<file path="config.mk">
export PLATFORM = sky130hd
export DESIGN_NAME = bin2bcd_seq
export DESIGN_NICKNAME = d
export VERILOG_FILES = /design/src/rtl/bin2bcd_seq.sv
export SDC_FILE = /design/constraint.sdc
export NUM_CORES = 1
export LEC_CHECK = 0
export BUFFER_PORTS_ARGS = -buffer_cell sky130_fd_sc_hd__buf_4
export CORE_ASPECT_RATIO = 1.1
export CORE_MARGIN = 4
export CORE_UTILIZATION = 25
export DETAILED_ROUTE_END_ITERATION = 16
export PLACE_DENSITY_LB_ADDON = 0.1
export SETUP_SLACK_MARGIN = 0.2
export SKIP_CTS_REPAIR_TIMING = 1
export SLEW_MARGIN = 40
export SYNTH_ARGS = -nofsm -noshare
export SYNTH_HDL_FRONTEND = slang
export SYNTH_SLANG_ARGS = --single-unit
export TNS_END_PERCENT = 1
</file>
<file path="constraint.sdc">
create_clock -name clk -period 4.75 [get_ports clk]
set_clock_uncertainty 0.05 [all_clocks]
set_input_delay 0.2375 -clock clk [delete_from_list [all_inputs] [get_ports clk]]
set_output_delay 0.2375 -clock clk [all_outputs]
set_load 0.01 [all_outputs]
</file>
<file path="src/rtl/bin2bcd_seq.sv">
// Sequential shift-and-add-3 binary-to-BCD converter, one bit per clock, start/busy/done handshake.
// Optional feature macro: SIGNED_RESULT_EN (two's-complement input, sign reported on neg).
module bin2bcd_seq #(
  parameter int unsigned BIN_W  = 9,
  parameter int unsigned DIGITS = 3
) (
  input  logic                  clk,
  input  logic                  rst,
  input  logic                  start,
  input  logic [BIN_W-1:0]      bin_in,
  output logic                  busy,
  output logic                  done,
  output logic [DIGITS*4-1:0]   bcd_out,
  output logic                  ovf,
  output logic                  neg
);

  localparam int unsigned SW = (DIGITS + 1) * 4;
  localparam int unsigned CW = $clog2(BIN_W + 1);

  typedef enum logic [1:0] {S_IDLE, S_SHIFT, S_DONE} state_t;

  state_t             r_state;
  state_t             w_state_nxt;
  logic [BIN_W-1:0]   r_shift;
  logic [BIN_W-1:0]   w_load;
  logic [SW-1:0]      r_scratch;
  logic [SW-1:0]      w_adj;
  logic [SW:0]        w_cat;
  logic [CW-1:0]      r_cnt;
  logic [DIGITS*4-1:0] r_bcd;
  logic               r_ovf;
  logic               w_accept;
  logic               w_last;

  assign w_accept = (r_state == S_IDLE) && start;
  assign w_last   = (r_cnt == CW'(1));

  always_comb begin
    w_adj = r_scratch;
    for (int unsigned d = 0; d < DIGITS + 1; d++) begin
      if (r_scratch[d*4 +: 4] >= 4'd5)
        w_adj[d*4 +: 4] = r_scratch[d*4 +: 4] + 4'd3;
    end
  end

  // Bit SW is whatever falls out of the scratch; it counts toward overflow.
  assign w_cat = {w_adj, r_shift[BIN_W-1]};

  always_comb begin
    w_state_nxt = r_state;
    case (r_state)
      S_IDLE:  if (start)  w_state_nxt = S_SHIFT;
      S_SHIFT: if (w_last) w_state_nxt = S_DONE;
      S_DONE:              w_state_nxt = S_IDLE;
      default:             w_state_nxt = S_IDLE;
    endcase
  end

  always_ff @(posedge clk or negedge rst) begin
    if (!rst) r_state <= S_IDLE;
    else      r_state <= w_state_nxt;
  end

  always_ff @(posedge clk or negedge rst) begin
    if (!rst) begin
      r_shift   <= '0;
      r_scratch <= '0;
      r_cnt     <= '0;
      r_bcd     <= '0;
      r_ovf     <= 1'b0;
    end else if (w_accept) begin
      r_shift   <= w_load;
      r_scratch <= '0;
      r_cnt     <= CW'(BIN_W);
    end else if (r_state == S_SHIFT) begin
      r_shift   <= r_shift << 1;
      r_scratch <= w_cat[SW-1:0];
      r_cnt     <= r_cnt - CW'(1);
      if (w_last) begin
        if (|w_cat[SW -: 5]) begin
          r_bcd <= {DIGITS{4'h9}};
          r_ovf <= 1'b1;
        end else begin
          r_bcd <= w_cat[DIGITS*4-1:0];
          r_ovf <= 1'b0;
        end
      end
    end
  end

`ifdef SIGNED_RESULT_EN
  logic r_neg;
  logic r_neg_pend;

  // Most negative input negates to itself, which reads as the unsigned magnitude 2^(BIN_W-1).
  assign w_load = bin_in[BIN_W-1] ? (~bin_in + BIN_W'(1)) : bin_in;

  always_ff @(posedge clk or negedge rst) begin
    if (!rst) begin
      r_neg      <= 1'b0;
      r_neg_pend <= 1'b0;
    end else if (w_accept) begin
      r_neg_pend <= bin_in[BIN_W-1];
    end else if ((r_state == S_SHIFT) && w_last) begin
      r_neg      <= r_neg_pend;
    end
  end

  assign neg = r_neg;
`else
  assign w_load = bin_in;
  assign neg    = 1'b0;
`endif

  assign busy    = (r_state != S_IDLE);
  assign done    = (r_state == S_DONE);
  assign bcd_out = r_bcd;
  assign ovf     = r_ovf;

endmodule

</file>
==> flow_metrics.env <==
export IMPL_status="finished, final reports clean"
export IMPL_start_kind="register"
export IMPL_synthesis_instances=216
export IMPL_die_y_um=106
export IMPL_swShare_pct=42.2
export IMPL_clock_latency_ns=0.29
export IMPL_hold_class="primary input to register"
export IMPL_grt_usage_pct=10.5
export IMPL_r2r_end="bcd_out[8]"
export IMPL_finalSetupViolations=0
export IMPL_r2r_start="r_cnt[1]"
export IMPL_wire_per_inst_um=14.7
export IMPL_final_area_um2=2570
export IMPL_synth_flop_cell="dfrtp_1"
export IMPL_fin_nets=263
export IMPL_fmax_mhz=473
export IMPL_dieWidth_um=96.8
export IMPL_fin_ws_ns=2.63
export IMPL_htreeDepth=2
export IMPL_core_um2=8410
export IMPL_wl_um=5180
export IMPL_intPower_mw=1.04
export IMPL_first_iter_violations=77
export IMPL_async_flop_share_pct=100
export IMPL_syn_cell_area_um2=2170
export IMPL_slew_headroom_pct=55.3
export IMPL_grt_max_degree=45
export IMPL_synth_top_area_share_pct=50.7
export IMPL_synth_distinct_cells=34
export IMPL_diodes=0
export IMPL_syn_nets=238
export IMPL_power_density_nw_per_um2=700
export IMPL_reg2reg_slack_ns=2.63
export IMPL_grt_pass1_vias=1733
export IMPL_clockBufferDepth=2
export IMPL_clkTransAtPathRegs_ns=0.08
export IMPL_gp_congestion=0.726
export IMPL_yosys_area_top_type="dfrtp_1"
export IMPL_routed_via_density=4.57
export IMPL_first_pass_iters=4
export IMPL_initial_core_util_pct=25.8
export IMPL_crit_required_ns=4.92
export IMPL_synthTopCellsByCount="dfrtp_1 (44), nand2_1 (34), a21oi_1 (14)"
export IMPL_cp_data_arrival_time_ns=2.29
export IMPL_power_frac_clock_pct=14.3
export IMPL_synth_area_leaders="dfrtp_1 (51%), nand2_1 (5.9%), ha_1 (5.8%), o31ai_1 (4.5%), a21oi_1 (3.2%)"
export IMPL_die_area_um2=10200
export IMPL_hold_viol_final=0
export IMPL_end_kind="register"
export IMPL_critical_path_class="register to register"
export IMPL_switchingPower_mw=0.759
export IMPL_worstRegToRegCells=7
export IMPL_path_max_fanout=14
export IMPL_dpl_cell_area_um2=2460
export IMPL_yosysWarnings=0
export IMPL_yosys_cell_count_top_type="dfrtp_1"
export IMPL_drive_gt1_share_pct=18.7
export IMPL_rsz0062_at_grt="no"
export IMPL_root_buffer="clkbuf_8"
export IMPL_numCtsBuffers=5
export IMPL_final_cells=352
export IMPL_dp_cells=344
export IMPL_fin_setup_tns_ns=0
export IMPL_hold_start="bin_in[0]"
export IMPL_post_place_ws_ns=2.60
export IMPL_synth_edf_count=0
export IMPL_yosys_register_bits=44
export IMPL_nFillCells=892
export IMPL_endpoint="bcd_out[8]"
export IMPL_drc=0
export IMPL_avgSynthCellArea_um2=10.0
export IMPL_io_buffers=26
export IMPL_rows=35
export IMPL_peakVddDrop_uv=230
export IMPL_hpwl_um=3540
export IMPL_p_seq_share_pct=37.7
export IMPL_via_count=1609
export IMPL_cts_tree="built"
export IMPL_grt_pass1_wl_um=8610
export IMPL_worst_pin_slew_ns=0.670
export IMPL_final_max_slew_violation_count=0
export IMPL_io_pins=28
export IMPL_antenna_found_initial=0
export IMPL_comb_power_share_pct=48.1
export IMPL_power_mw=1.80
export IMPL_fin_crit_sh_pct=44.5
export IMPL_area_delta_synth_final_pct=18.5
export IMPL_timing_final_crit_period_ns=2.12
export IMPL_maxCapViolCount=0
export IMPL_clock_sinks=44
export IMPL_grt_overflow_total=0
export IMPL_power_leakage_nw=1.13
export IMPL_crit_start="r_cnt[1]"
export IMPL_ys_seq_area_share_pct=50.7
export IMPL_ant_nets=0
## cells by family (layout without fill, tap and decap cells)
kind of cell             after synthesis  after routing  synth area share [%]
multiplexers                           3              3                  1.56
AO/OA/AOI/OAI                         63             63                  19.9
XOR/XNOR                               6              6                  2.42
flip-flops                            44             44                  50.7
AND/OR/NAND/NOR                       67             67                  14.8
other                                  1              1                 0.173
buffers and inverters                 22             47                  4.67
adder cells (fa/ha/maj)               10             10                  5.77
## routing by layer
layer	part of all wire, %	vias up	GRT usage [%]
met5	0	-	0
met4	1.1	0	3.61
met3	3.7	4	2.38
met2	50	24	18.4
met1	46	773	12.7
li1	-	808	-
## stage by stage
stage               hold WS [ns]  utilization, %
global placement           0.253            29.2
global route              0.0760            30.6
CTS                      -0.0874            30.4
floorplan                 -0.108               -
finish                    0.0848            30.6
detailed placement         0.247            29.3
## area by class of cell
class	instances	area [um^2]	area share, %
multi-input cells	150	972	37.8
inverters	11	41.3	1.61
repair buffers	29	220	8.57
clock buffers	7	96.3	3.75
well taps	111	139	5.40
flip-flops and latches	44	1100	42.8
## worst max-delay path, stage by stage (launching register included)
cell     delay [ns]
dfrtp_1        0.40
inv_1          0.08
ha_1           0.14
nor3b_1        0.26
nand2_1        0.39
inv_1          0.49
nor2_1         0.08
a31oi_1        0.14
## cell usage in the layout, fill, tap and decap left out, drive strengths merged
master and n:
o31ai 13, a21oi 14, or2 1, o2111a 1, xnor2 5, a31oi 5, mux2 3, dlygate4sd3 1
a21o 1, buf 28, o22ai 6, nor2b 2, conb 1, nand4b 1, a32o 4, nand3 2
nand2 34, nor2 12, nor3b 7, nor4 1, inv 11, or3b 2, nand2b 5, a211oi 1
clkbuf 7, xor2 1, dfrtp 44, o2111ai 1, o21ai 9, a22oi 8, ha 10
## flip-flops by register name, indices dropped and copies added (netlist names)
| register | count |
|---|---|
| ovf | 1 |
| r_cnt | 4 |
| r_scratch | 16 |
| r_shift | 9 |
| bcd_out | 12 |
| r_state | 2 |
## power groups by stage
| stage | clock network (mW) | logic, mW | registers (mW) |
|---|---|---|---|
| 5_1_grt | 0.284 | 0.985 | 0.706 |
| 4_1_cts | 0.270 | 0.888 | 0.681 |
| 6_report | 0.256 | 0.865 | 0.677 |
| 3_5_place_dp | 0 | 0.886 | 0.687 |
| 2_1_floorplan | 0 | 0.617 | 0.668 |
| 3_3_place_gp | 0 | 0.882 | 0.687 |
## worst min-delay path by stage
stage	slack [ns]	to	depth (start not counted)
after detailed placement	0.25	r_scratch[14]	1
after global placement	0.25	r_scratch[14]	1
final	0.08	r_shift[0]	3
after global routing	0.08	r_shift[0]	3
after floorplan	-0.11	bcd_out[0]	0
after CTS	-0.09	r_scratch[14]	1
Power figures use the tool's default switching activity.
